File: config.mk
export PLATFORM = sky130hd
export DESIGN_NAME = hazard_ctrl
export DESIGN_NICKNAME = d
export VERILOG_FILES = /design/src/rtl/hazard_pkg.sv /design/src/rtl/hazard_mult_seq.sv /design/src/rtl/hazard_ctrl.sv
export SDC_FILE = /design/constraint.sdc
export NUM_CORES = 1
export LEC_CHECK = 0
export ABC_CLOCK_PERIOD_IN_PS = 2500
export BUFFER_PORTS_ARGS = -buffer_cell sky130_fd_sc_hd__buf_2
export CAP_MARGIN = 20
export CORE_MARGIN = 2
export CORE_UTILIZATION = 44
export DETAILED_ROUTE_END_ITERATION = 6
export PLACE_DENSITY = 0.87
export REMOVE_ABC_BUFFERS = 1
export SYNTH_ARGS = -nofsm -noshare
export SYNTH_HDL_FRONTEND = slang
export SYNTH_SLANG_ARGS = --single-unit
export TNS_END_PERCENT = 5
File: constraint.sdc
create_clock -name clk -period 2.5 [get_ports clk]
set_clock_uncertainty 0.15 [all_clocks]
set_input_delay 0.375 -clock clk [delete_from_list [all_inputs] [get_ports clk]]
set_output_delay 0.375 -clock clk [all_outputs]
set_load 0.005 [all_outputs]
File: src/rtl/hazard_pkg.sv
// Shared constants, FSM encoding and register-compare helpers for the hazard controller.
package hazard_pkg;

    localparam int unsigned REG_W = 5;

    localparam logic [1:0] FWD_NONE = 2'b00;
    localparam logic [1:0] FWD_WB   = 2'b01;
    localparam logic [1:0] FWD_MEM  = 2'b10;

    localparam logic [REG_W-1:0] REG_ZERO = 5'd0;

    typedef enum logic {
        ST_IDLE = 1'b0,
        ST_BUSY = 1'b1
    } multState_t;

    // $zero is hardwired, so a write to it can never create a dependency
    function automatic logic regMatch(input logic [REG_W-1:0] a, input logic [REG_W-1:0] b);
        return (a != REG_ZERO) && (a == b);
    endfunction

    // M has the freshest value, so it wins over W when both target the same register
    function automatic logic [1:0] fwdSel(
        input logic [REG_W-1:0] src,
        input logic             regwriteM,
        input logic [REG_W-1:0] writeRegM,
        input logic             regwriteW,
        input logic [REG_W-1:0] writeRegW
    );
        logic [1:0] sel;
        sel = FWD_NONE;
        if (regwriteM && regMatch(writeRegM, src)) begin
            sel = FWD_MEM;
        end else if (regwriteW && regMatch(writeRegW, src)) begin
            sel = FWD_WB;
        end
        return sel;
    endfunction

endpackage

File: src/rtl/hazard_mult_seq.sv
// Multi-cycle EX sequencer: holds E for MULT_LAT cycles total, asserting MultBusy for all but the last.
module hazard_mult_seq
    import hazard_pkg::*;
#(
    parameter int unsigned MULT_LAT = 4,
    parameter int unsigned CNT_W    = 4
) (
    input  logic clk,
    input  logic rst_n,
    input  logic MultStartE,
    output logic MultBusy
);

    localparam bit          MULTI_CYCLE = (MULT_LAT > 32'd1);
    localparam int unsigned LOAD_VAL    = MULTI_CYCLE ? (MULT_LAT - 32'd2) : 32'd0;
    localparam logic [CNT_W-1:0] LOAD_CNT = CNT_W'(LOAD_VAL);

    multState_t       state;
    logic [CNT_W-1:0] cnt;

    // MultStartE is ignored while BUSY: in the cnt==0 cycle the op is leaving E
    always_ff @(posedge clk) begin
        if (!rst_n) begin
            state <= ST_IDLE;
            cnt   <= '0;
        end else begin
            case (state)
                ST_IDLE: begin
                    if (MultStartE && MULTI_CYCLE) begin
                        state <= ST_BUSY;
                        cnt   <= LOAD_CNT;
                    end
                end
                ST_BUSY: begin
                    if (cnt != '0) begin
                        cnt <= cnt - CNT_W'(1);
                    end else begin
                        state <= ST_IDLE;
                    end
                end
                default: begin
                    state <= ST_IDLE;
                    cnt   <= '0;
                end
            endcase
        end
    end

    always_comb begin
        MultBusy = 1'b0;
        if (rst_n) begin
            if (state == ST_BUSY) begin
                MultBusy = (cnt != '0);
            end else begin
                MultBusy = MultStartE && MULTI_CYCLE;
            end
        end
    end

endmodule

File: src/rtl/hazard_ctrl.sv
// Hazard controller for the 5-stage MIPS pipeline: forwarding, load-use/branch stalls, multi-cycle EX holds.
// Optional HAZARD_STATS_EN adds free-running stall and flush counters.
module hazard_ctrl
    import hazard_pkg::*;
#(
    parameter int unsigned MULT_LAT = 4,
    parameter int unsigned CNT_W    = 4
) (
    input  logic             clk,
    input  logic             rst_n,
    input  logic [REG_W-1:0] rsD,
    input  logic [REG_W-1:0] rtD,
    input  logic [REG_W-1:0] rsE,
    input  logic [REG_W-1:0] rtE,
    input  logic [REG_W-1:0] WriteRegE,
    input  logic [REG_W-1:0] WriteRegM,
    input  logic [REG_W-1:0] WriteRegW,
    input  logic             RegwriteE,
    input  logic             RegwriteM,
    input  logic             RegwriteW,
    input  logic             MemtoregE,
    input  logic             MemtoregM,
    input  logic             BranchD,
    input  logic             PCSrcD,
    input  logic             JumpD,
    input  logic             MultStartE,
    output logic             StallF,
    output logic             StallD,
    output logic             FlushD,
    output logic             FlushE,
    output logic             StallE,
    output logic             FlushM,
    output logic             ForwardAD,
    output logic             ForwardBD,
    output logic [1:0]       ForwardAE,
    output logic [1:0]       ForwardBE,
    output logic             MultBusy
`ifdef HAZARD_STATS_EN
    ,
    output logic [31:0]      StallCnt,
    output logic [31:0]      FlushCnt
`endif
);

    logic multBusy;
    logic lwStall;
    logic branchStall;
    logic anyStall;

    hazard_mult_seq #(
        .MULT_LAT (MULT_LAT),
        .CNT_W    (CNT_W)
    ) u_mult_seq (
        .clk        (clk),
        .rst_n      (rst_n),
        .MultStartE (MultStartE),
        .MultBusy   (multBusy)
    );

    // Load in E feeding either D operand, or branch compare needing a value not yet in M/W
    always_comb begin
        lwStall = MemtoregE && (regMatch(rtE, rsD) || regMatch(rtE, rtD));
        branchStall = BranchD &&
            ((RegwriteE && (regMatch(WriteRegE, rsD) || regMatch(WriteRegE, rtD))) ||
             (MemtoregM && (regMatch(WriteRegM, rsD) || regMatch(WriteRegM, rtD))));
        anyStall = lwStall || branchStall || multBusy;
    end

    // Everything is forced low while reset is held; E is held rather than cleared while busy
    always_comb begin
        StallF    = 1'b0;
        StallD    = 1'b0;
        FlushD    = 1'b0;
        FlushE    = 1'b0;
        StallE    = 1'b0;
        FlushM    = 1'b0;
        ForwardAD = 1'b0;
        ForwardBD = 1'b0;
        ForwardAE = FWD_NONE;
        ForwardBE = FWD_NONE;
        MultBusy  = 1'b0;
        if (rst_n) begin
            StallF    = anyStall;
            StallD    = anyStall;
            StallE    = multBusy;
            FlushM    = multBusy;
            FlushE    = (lwStall || branchStall) && !multBusy;
            FlushD    = (PCSrcD || JumpD) && !anyStall;
            ForwardAD = RegwriteM && regMatch(WriteRegM, rsD);
            ForwardBD = RegwriteM && regMatch(WriteRegM, rtD);
            ForwardAE = fwdSel(rsE, RegwriteM, WriteRegM, RegwriteW, WriteRegW);
            ForwardBE = fwdSel(rtE, RegwriteM, WriteRegM, RegwriteW, WriteRegW);
            MultBusy  = multBusy;
        end
    end

`ifdef HAZARD_STATS_EN
    // Event counters wrap naturally at 2^32
    always_ff @(posedge clk) begin
        if (!rst_n) begin
            StallCnt <= '0;
            FlushCnt <= '0;
        end else begin
            if (StallF) begin
                StallCnt <= StallCnt + 32'd1;
            end
            if (FlushE || FlushD) begin
                FlushCnt <= FlushCnt + 32'd1;
            end
        end
    end
`endif

endmodule

==> results of run 1 <==
[sequential cells by signal (all words and copies together) (netlist names)]
register and flops:
u_mult_seq.state 1, u_mult_seq.cnt 4
[path summary, 6_finish.rpt]
path	cells after the start	slack [ps]	endpoint
max reg2reg	8	910	u_mult_seq.cnt[3]
max	8	220	FlushD
min reg2reg	1	350	u_mult_seq.cnt[3]
min	3	340	u_mult_seq.cnt[2]
[metrics by stage]
step	util, %	total power [mW]	area [um2]	hold WS [ps]
2_1_floorplan	-	0.201	956	293
3_3_place_gp	57.7	0.296	1290	309
3_5_place_dp	57.7	0.301	1290	325
4_1_cts	58.9	0.399	1320	321
5_1_grt	59.2	0.434	1320	360
6_report	59.2	0.398	1320	335
[Yosys cell counts (all sizes together) (3+ instances only)]
library cell / number / area share [%]
nor4: 4 / 3.6
nor3: 5 / 2.4
and3: 3 / 1.8
nor2: 6 / 2.1
nand3: 8 / 3.8
inv: 4 / 1.4
xor2: 22 / 18
xnor2: 29 / 24
and2: 4 / 2.4
nand2: 6 / 2.1
buf: 14 / 8.6
a21oi: 3 / 1.4
or4: 5 / 3.9
dfxtp: 5 / 9.5
[layer usage]
| metal | track usage, % | wire length, um | share of wire [%] |
|---|---|---|---|
| met5 | 0 | 0 | 0 |
| met2 | 41.5 | 1470 | 50 |
| met4 | 8.97 | 85 | 2.9 |
| met3 | 6.21 | 170 | 5.8 |
| met1 | 26.9 | 1210 | 41 |
[cells by family after synthesis]
family          count (synthesis)  share of synthesized area (%)
buf+inv                        19                           10.5
compound gates                 15                           10.8
fa+ha+maj                       2                           2.38
simple gates                   44                           24.3
flops                           5                           9.52
xor+xnor                       51                           42.5
[layout make-up]
cell class                      count  area [um2]
Inverter                            4        15.0
Clock buffer                        4        26.3
Sequential cell                     5         100
Multi-Input combinational cell    112         848
Fill cell                         222         911
Tap cell                           28        35.0
Timing Repair Buffer               59         298
[cell usage in the layout, fill, tap and decap left out]
| cell type | count |
|---|---|
| nor4_1 | 2 |
| xor2_1 | 22 |
| buf_4 | 1 |
| and4b_1 | 1 |
| nand2b_1 | 1 |
| a221oi_1 | 1 |
| buf_2 | 58 |
| nor3_1 | 5 |
| or4_4 | 1 |
| o31ai_2 | 1 |
| ha_1 | 2 |
| o22ai_1 | 1 |
| o221ai_2 | 1 |
| o211ai_1 | 2 |
| or4_1 | 4 |
| nand2_1 | 6 |
| nor4_2 | 2 |
| and2_4 | 1 |
| a31oi_1 | 1 |
| clkbuf_4 | 3 |
| or3_1 | 1 |
| nand3_1 | 8 |
| clkbuf_1 | 1 |
| o31a_1 | 1 |
| inv_1 | 4 |
| nor2_1 | 6 |
| o2111ai_1 | 2 |
| and3_1 | 3 |
| xnor2_1 | 29 |
| a41oi_1 | 1 |
| o21ai_0 | 1 |
| and2_1 | 3 |
| a21oi_1 | 3 |
| dfxtp_1 | 5 |
[report_power, final]
group / leakage [nW] / internal (mW) / total, mW / switching [mW]
logic: 0.540 / 0.104 / 0.212 / 0.109
clock network: 0.0150 / 0.0604 / 0.0941 / 0.0338
registers: 0.0410 / 0.0862 / 0.0911 / 0.00492
[critical path, delay by kind of cell (launching register included)]
kind / cells / cell delay (ps)
adders and majority gates: 1 / 140
and+or+nand+nor: 2 / 470
AOI/OAI and AO/OA: 2 / 330
buffers and inverters: 3 / 240
DFF: 1 / 320
==> impl_metrics.ini, run 1 <==
[grt]
globalRoute.totalOverflow = 0
track_usage_pct = 23.6
antenna_found_initial = 0
grt_pass1_vias = 1132
grt_max_degree = 11
grt_pass1_wl_mm = 4.90

[synth]
synth_edf_count = 0
syn_area_mm2 = 0.00105
ys_seq_elements = 5
synth.avg_cell_area_um2 = 7.73
synth-seq-area-share_pct = 9.52
yosysWarnings = 0
synth_cell_type_count = 33
async_flop_share_pct = 0
syn_inst = 136
ys.flop_type = dfxtp_1

[critical_path]
critPathArrivalTime_ps = 1760
cpPeakStageDelay_ps = 320
crit_required_ps = 1980
critPathMostFrequentCell = inv_1
path_cells = inv_1 > ha_1 > inv_1 > o31ai_2 > and2_4 > o211ai_1 > and4b_1 > buf_2
crit_start = u_mult_seq.cnt[0]
cp-start-kind = register
path_class = reg -> out
reg2reg_from = u_mult_seq.cnt[0]
critPathMaxFanout = 4
slowest_stage = dfxtp_1
endpoint_kind = output pin

[timing]
fmax_mhz = 438
rsz0062_at_grt = false
fin_crit_sh_pct = 91.3
drv_slew = 0
worst_slack_ps = 217
relSlewSlack_pct = 66.5
timing.setup.tns_ps = 0
fin_crit_ps = 2280
worst_pin_slew_ps = 498
finalSetupViolations = 0
hold_viol_final = 0

[place]
routabilityCongestion = 0.984
port_buffers = 58
post-dp-hpwl_mm = 2.58
dp_worst_setup_slack_ps = 298
placed_cells = 208

[hold_path]
hold_class = in -> reg
hp-start = MultStartE

[pwr]
leakage_nw = 0.596
powerDensity_mw_per_mm2 = 301
peakVddDrop_mv = 0.229

[route]
firstDrtPassIters = 4
viasPerCell = 5.42
drt_iter0_markers = 18
vias = 1149
drt-total-wl_mm = 2.93
wl_per_cell_um = 13.8
antenna_left = 0
remaining_drc_errors = 0

[cts]
cts_root_buf = clkbuf_4
cts.htree.levels = 1
cts_setup_buffers = 0
cts_buffers = 3
ctsHoldBuffers = 0
post_cts_resized = 0
clkLatencyLatePin_ps = 240
cts.sinks = 5
clockBufferDepth = 2
tritoncts = yes
path_clk_slew_ps = 50

[floorplan]
dieArea_mm2 = 0.00280
core_mm2 = 0.00223
io_pins = 59
die_w_um = 52.9
initial_core_util_pct = 47.1
rows = 17
die_y_um = 52.9

[cells_and_area]
drive_gt1_share_pct = 37.0
syn2layout_area_growth_pct = 25.8
final_cells = 212
antennaDiodeCount = 0
nets = 233

[flow_run]
drv_cap = 0

[outcome]
outcome = completed
Note: power is estimated with default switching activity, not from simulation.
==> inputs of run 2 (changes only) <==
CORE_MARGIN = not set   (was 2)
==> run 2 against run 1 <==
Net effect: register-to-register slack worse by 70 ps; total power fell by 0.46%; critical path type unchanged; non-clock buffer count unchanged; routed wire length decreased by 7.0%; critical path depth did not move; core utilization down 0.11 points; critical endpoint unchanged; global-route usage decreased by 0.26 points.
==> impl_metrics.ini, run 2 (synthesized netlist as in run 1, its figures left out) <==
[critical_path]
critPathMostFrequentCell = inv_1
cp-start-kind = register
slowest_stage = dfxtp_1
path_cells = inv_1 > ha_1 > inv_1 > o31ai_2 > and2_1 > o211ai_1 > and4b_1 > buf_2
crit_required_ps = 1980
endpoint_kind = output pin
critPathMaxFanout = 4
cpPeakStageDelay_ps = 320
critPathArrivalTime_ps = 1820
path_class = reg -> out

[floorplan]
rows = 17
core_mm2 = 0.00223
die_w_um = 50.9
io_pins = 59
initial_core_util_pct = 47.1
dieArea_mm2 = 0.00259
die_y_um = 50.9

[cells_and_area]
drive_gt1_share_pct = 36.4
largest_register_ffs = 4
fin_util_pct = 59.1
antennaDiodeCount = 0
nets = 233
final_common_cell = buf_2
final_cell_mix = buf_2, xnor2_1, xor2_1
final_cells = 212
largest_register = u_mult_seq.cnt
fillers = 226
top_regs = u_mult_seq.cnt (4), u_mult_seq.state (1)
syn2layout_area_growth_pct = 25.6

[cts]
cts_setup_buffers = 0
ctsHoldBuffers = 0
post_cts_resized = 0
cts.htree.levels = 1
clkLatencyLatePin_ps = 250
cts.sinks = 5
cts_root_buf = clkbuf_4
tritoncts = yes
path_clk_slew_ps = 40
cts_buffers = 3
clockBufferDepth = 2

[timing]
rsz0062_at_grt = false
finalSetupViolations = 0
fin_crit_ps = 2350
timing.setup.tns_ps = 0
hold_viol_final = 0
relSlewSlack_pct = 70.4
fin_crit_sh_pct = 93.9
fmax_mhz = 426
drv_slew = 0
worst_pin_slew_ps = 441

[pwr]
total_power_mw = 0.396
leakage_nw = 0.594
peakVddDrop_mv = 0.302
powerDensity_mw_per_mm2 = 300

[flow_run]
drv_cap = 0

[route]
drt-total-wl_mm = 2.72
drt_iter0_markers = 20
firstDrtPassIters = 4
remaining_drc_errors = 0
viasPerCell = 5.17
antenna_left = 0
wl_per_cell_um = 12.8
vias = 1097

[place]
port_buffers = 58
routabilityCongestion = 0.912
placed_cells = 208
post-dp-hpwl_mm = 2.38

[grt]
grt_max_degree = 11
grt_pass1_wl_mm = 4.53
globalRoute.totalOverflow = 0
grt_pass1_vias = 1045
track_usage_pct = 23.3
antenna_found_initial = 0

[hold_path]
hold_class = in -> reg

[outcome]
outcome = completed
run 2: cell counts in the layout (fill, tap and decap cells not counted):
Identical to the previous run, type by type.
run 2: where the power goes:
group | internal (mW) | switching, mW | leakage (nW) | total (mW)
clock | 0.0604 | 0.0346 | 0.0150 | 0.0950
combinational | 0.102 | 0.107 | 0.538 | 0.210
sequential | 0.0862 | 0.00493 | 0.0410 | 0.0911
run 2: metal layers:
metal | wire (um) | vias to the layer above | part of all wire, % | global-route usage (%)
li1 | - | 556 | - | -
met1 | 1250 | 487 | 46 | 29.8
met2 | 1270 | 48 | 47 | 38.2
met3 | 166 | 6 | 6.1 | 5.36
met4 | 44 | 0 | 1.6 | 7.87
met5 | 0 | - | 0 | 0
run 2: per-stage QoR:
| stage | hold WS [ps] | area (um2) | setup WS, ps |
|---|---|---|---|
| after global placement | 313 | 1290 | 352 |
| after detailed placement | 323 | 1290 | 324 |
| final | 307 | 1320 | 151 |
| after CTS | 302 | 1320 | 62.8 |
| after floorplan | 293 | 956 | 510 |
| after global routing | 335 | 1320 | 2.71 |
run 2: worst paths after layout:
kind	start	to	slack, ps	cells past startpoint
setup / recovery	u_mult_seq.cnt[0]	FlushD	150	8
hold / removal	MultStartE	u_mult_seq.cnt[2]	310	3
setup reg to reg	u_mult_seq.cnt[0]	u_mult_seq.cnt[3]	840	8
hold reg to reg	u_mult_seq.cnt[3]	u_mult_seq.cnt[3]	340	1
run 2: critical path, delay by kind of cell, from the launching register on:
kind                       cells  cell delay, ps
AOI/OAI and AO/OA              2             360
DFF                            1             320
adders and majority gates      1             150
buffers and inverters          3             250
and+or+nand+nor                2             510
run 2: area by class of cell:
type / instances / area (um2) / area share [%]
multi-input cells: 112 / 846 / 64.1
repair buffers: 59 / 298 / 22.6
flip-flops and latches: 5 / 100 / 7.58
well taps: 28 / 35.0 / 2.65
clock buffers: 4 / 26.3 / 1.99
inverters: 4 / 15.0 / 1.14
==> inputs of run 3 (changes only) <==
ABC_CLOCK_PERIOD_IN_PS = 1980   (was 2500)
CORE_UTILIZATION = 40   (was 44)
PLACE_DENSITY = 0.83   (was 0.87)
clock period = 1.98 ns   (was 2.5 ns; I/O delays follow)
==> run 3 against run 2 <==
Net effect: the flow now finishes with violations (negative setup slack); routed wire length rose by 18%; non-clock buffer count rose by 18; final area rose by 17%; via count rose by 5.5%; clock-buffer cell count did not move; register-to-register slack got worse by 360 ps; critical path depth did not move; highest routed layer unchanged.
==> impl_metrics.ini, run 3 (synthesized netlist as in run 1, its figures left out) <==
[pwr]
p_int_mw = 0.349
combPwrFrac_pct = 56.7
p_sw_mw = 0.223
powerDensity_mw_per_mm2 = 369
total_power_mw = 0.571
power_frac_seq_pct = 20.5
peakVddDrop_mv = 0.289
switching_share_pct = 39.0
power.share.clock_pct = 22.8
leakage_nw = 0.689

[place]
post-dp-hpwl_mm = 2.53
routabilityCongestion = 0.972
dp_worst_setup_slack_ps = -20.8
port_buffers = 58
place_area_mm2 = 0.00141

[timing]
rsz0062_at_grt = true
fin_hold_ws_ps = 238
worst_pin_slew_ps = 297
fmax_mhz = 481
worst_slack_ps = -97.5
relSlewSlack_pct = 80.1
drv_slew = 0
hold_viol_final = 0
timing.setup.tns_ps = -135
finalSetupViolations = 2
fin_crit_ps = 2080
fin_crit_sh_pct = 105

[critical_path]
critPathArrivalTime_ps = 1630
critPathMaxFanout = 4
path_class = reg -> out
crit_required_ps = 1530
endpoint_kind = output pin
cp-start-kind = register
reg2reg_slack_ps = 480

[cells_and_area]
antennaDiodeCount = 0
finalInstanceArea_mm2 = 0.00155
drive_gt1_share_pct = 50.5
largest_register = u_mult_seq.cnt
final_common_cell = buf_2
syn2layout_area_growth_pct = 47.4
nets = 251
fillers = 242
final_cell_mix = buf_2, xnor2_1, xor2_1
top_regs = u_mult_seq.cnt (4), u_mult_seq.state (1)
largest_register_ffs = 4

[grt]
grt_max_degree = 10
globalRoute.totalOverflow = 0
track_usage_pct = 24.5
antenna_found_initial = 0
grt_pass1_vias = 1129
grt_pass1_wl_mm = 4.96

[cts]
ctsHoldBuffers = 0
cts_root_buf = clkbuf_4
cts.htree.levels = 1
cts.sinks = 5
clkLatencyLatePin_ps = 250
path_clk_slew_ps = 50
tritoncts = yes
cts_buffers = 3
clockBufferDepth = 2

[floorplan]
core_mm2 = 0.00248
die_y_um = 53.3
rows = 18
dieArea_mm2 = 0.00284
initial_core_util_pct = 42.4
io_pins = 59
die_w_um = 53.3

[outcome]
violations = negative setup slack
outcome = finished with violations

[hold_path]
hold_class = in -> reg

[flow_run]
drv_cap = 0

[route]
drt_iter0_markers = 18
drt-total-wl_mm = 3.22
remaining_drc_errors = 0
vias = 1157
wl_per_cell_um = 13.9
firstDrtPassIters = 4
antenna_left = 0
viasPerCell = 4.99
run 3: area by class of cell:
cell class / count / area (um2) / area share [%]
Clock buffer: 4 / 26.3 / 1.70
Inverter: 4 / 15.0 / 0.969
Multi-Input combinational cell: 112 / 936 / 60.4
Sequential cell: 5 / 101 / 6.54
Tap cell: 30 / 37.5 / 2.42
Timing Repair Buffer: 77 / 433 / 27.9
run 3: worst max-delay path: stages (launching register included):
cell and delay, ps:
dfxtp_2 330, inv_2 70, ha_4 120, inv_2 40, o31ai_4 180, and2_4 210, o211ai_1 80, and4b_1 230
buf_2 110
run 3: stage by stage:
stage          utilization (%)  instances
2_1_floorplan                -        121
3_3_place_gp              57.0        226
3_5_place_dp              57.0        226
4_1_cts                   59.8        231
5_1_grt                   62.5        232
6_report                  62.5        232
run 3: worst paths after layout:
kind / startpoint / end / cells after the start
min: MultStartE / u_mult_seq.cnt[2] / 3
min reg2reg: u_mult_seq.cnt[3] / u_mult_seq.cnt[3] / 1
max: u_mult_seq.cnt[0] / FlushD / 8
max reg2reg: u_mult_seq.cnt[0] / u_mult_seq.cnt[1] / 7
run 3: metal layers:
| layer | vias up | share of wire (%) | track usage [%] | wire length, um |
|---|---|---|---|---|
| li1 | 592 | - | - | - |
| met1 | 525 | 40 | 26.9 | 1290 |
| met2 | 30 | 55 | 44.8 | 1760 |
| met3 | 10 | 3.3 | 4.89 | 106 |
| met4 | 0 | 1.8 | 10.1 | 57 |
| met5 | - | 0 | 0 | 0 |
run 3: timing repair:
item,CTS,global route
setup endpoints to repair,7,11
pin swaps,3,5
gates resized for setup,10,11
setup buffers,1,1
run 3: power groups by stage:
stage / Sequential (mW) / Clock [mW] / Combinational, mW
after floorplan: 0.115 / 0 / 0.140
after global placement: 0.116 / 0 / 0.280
after detailed placement: 0.116 / 0 / 0.286
after CTS: 0.117 / 0.132 / 0.303
after global routing: 0.118 / 0.140 / 0.356
final: 0.117 / 0.131 / 0.324
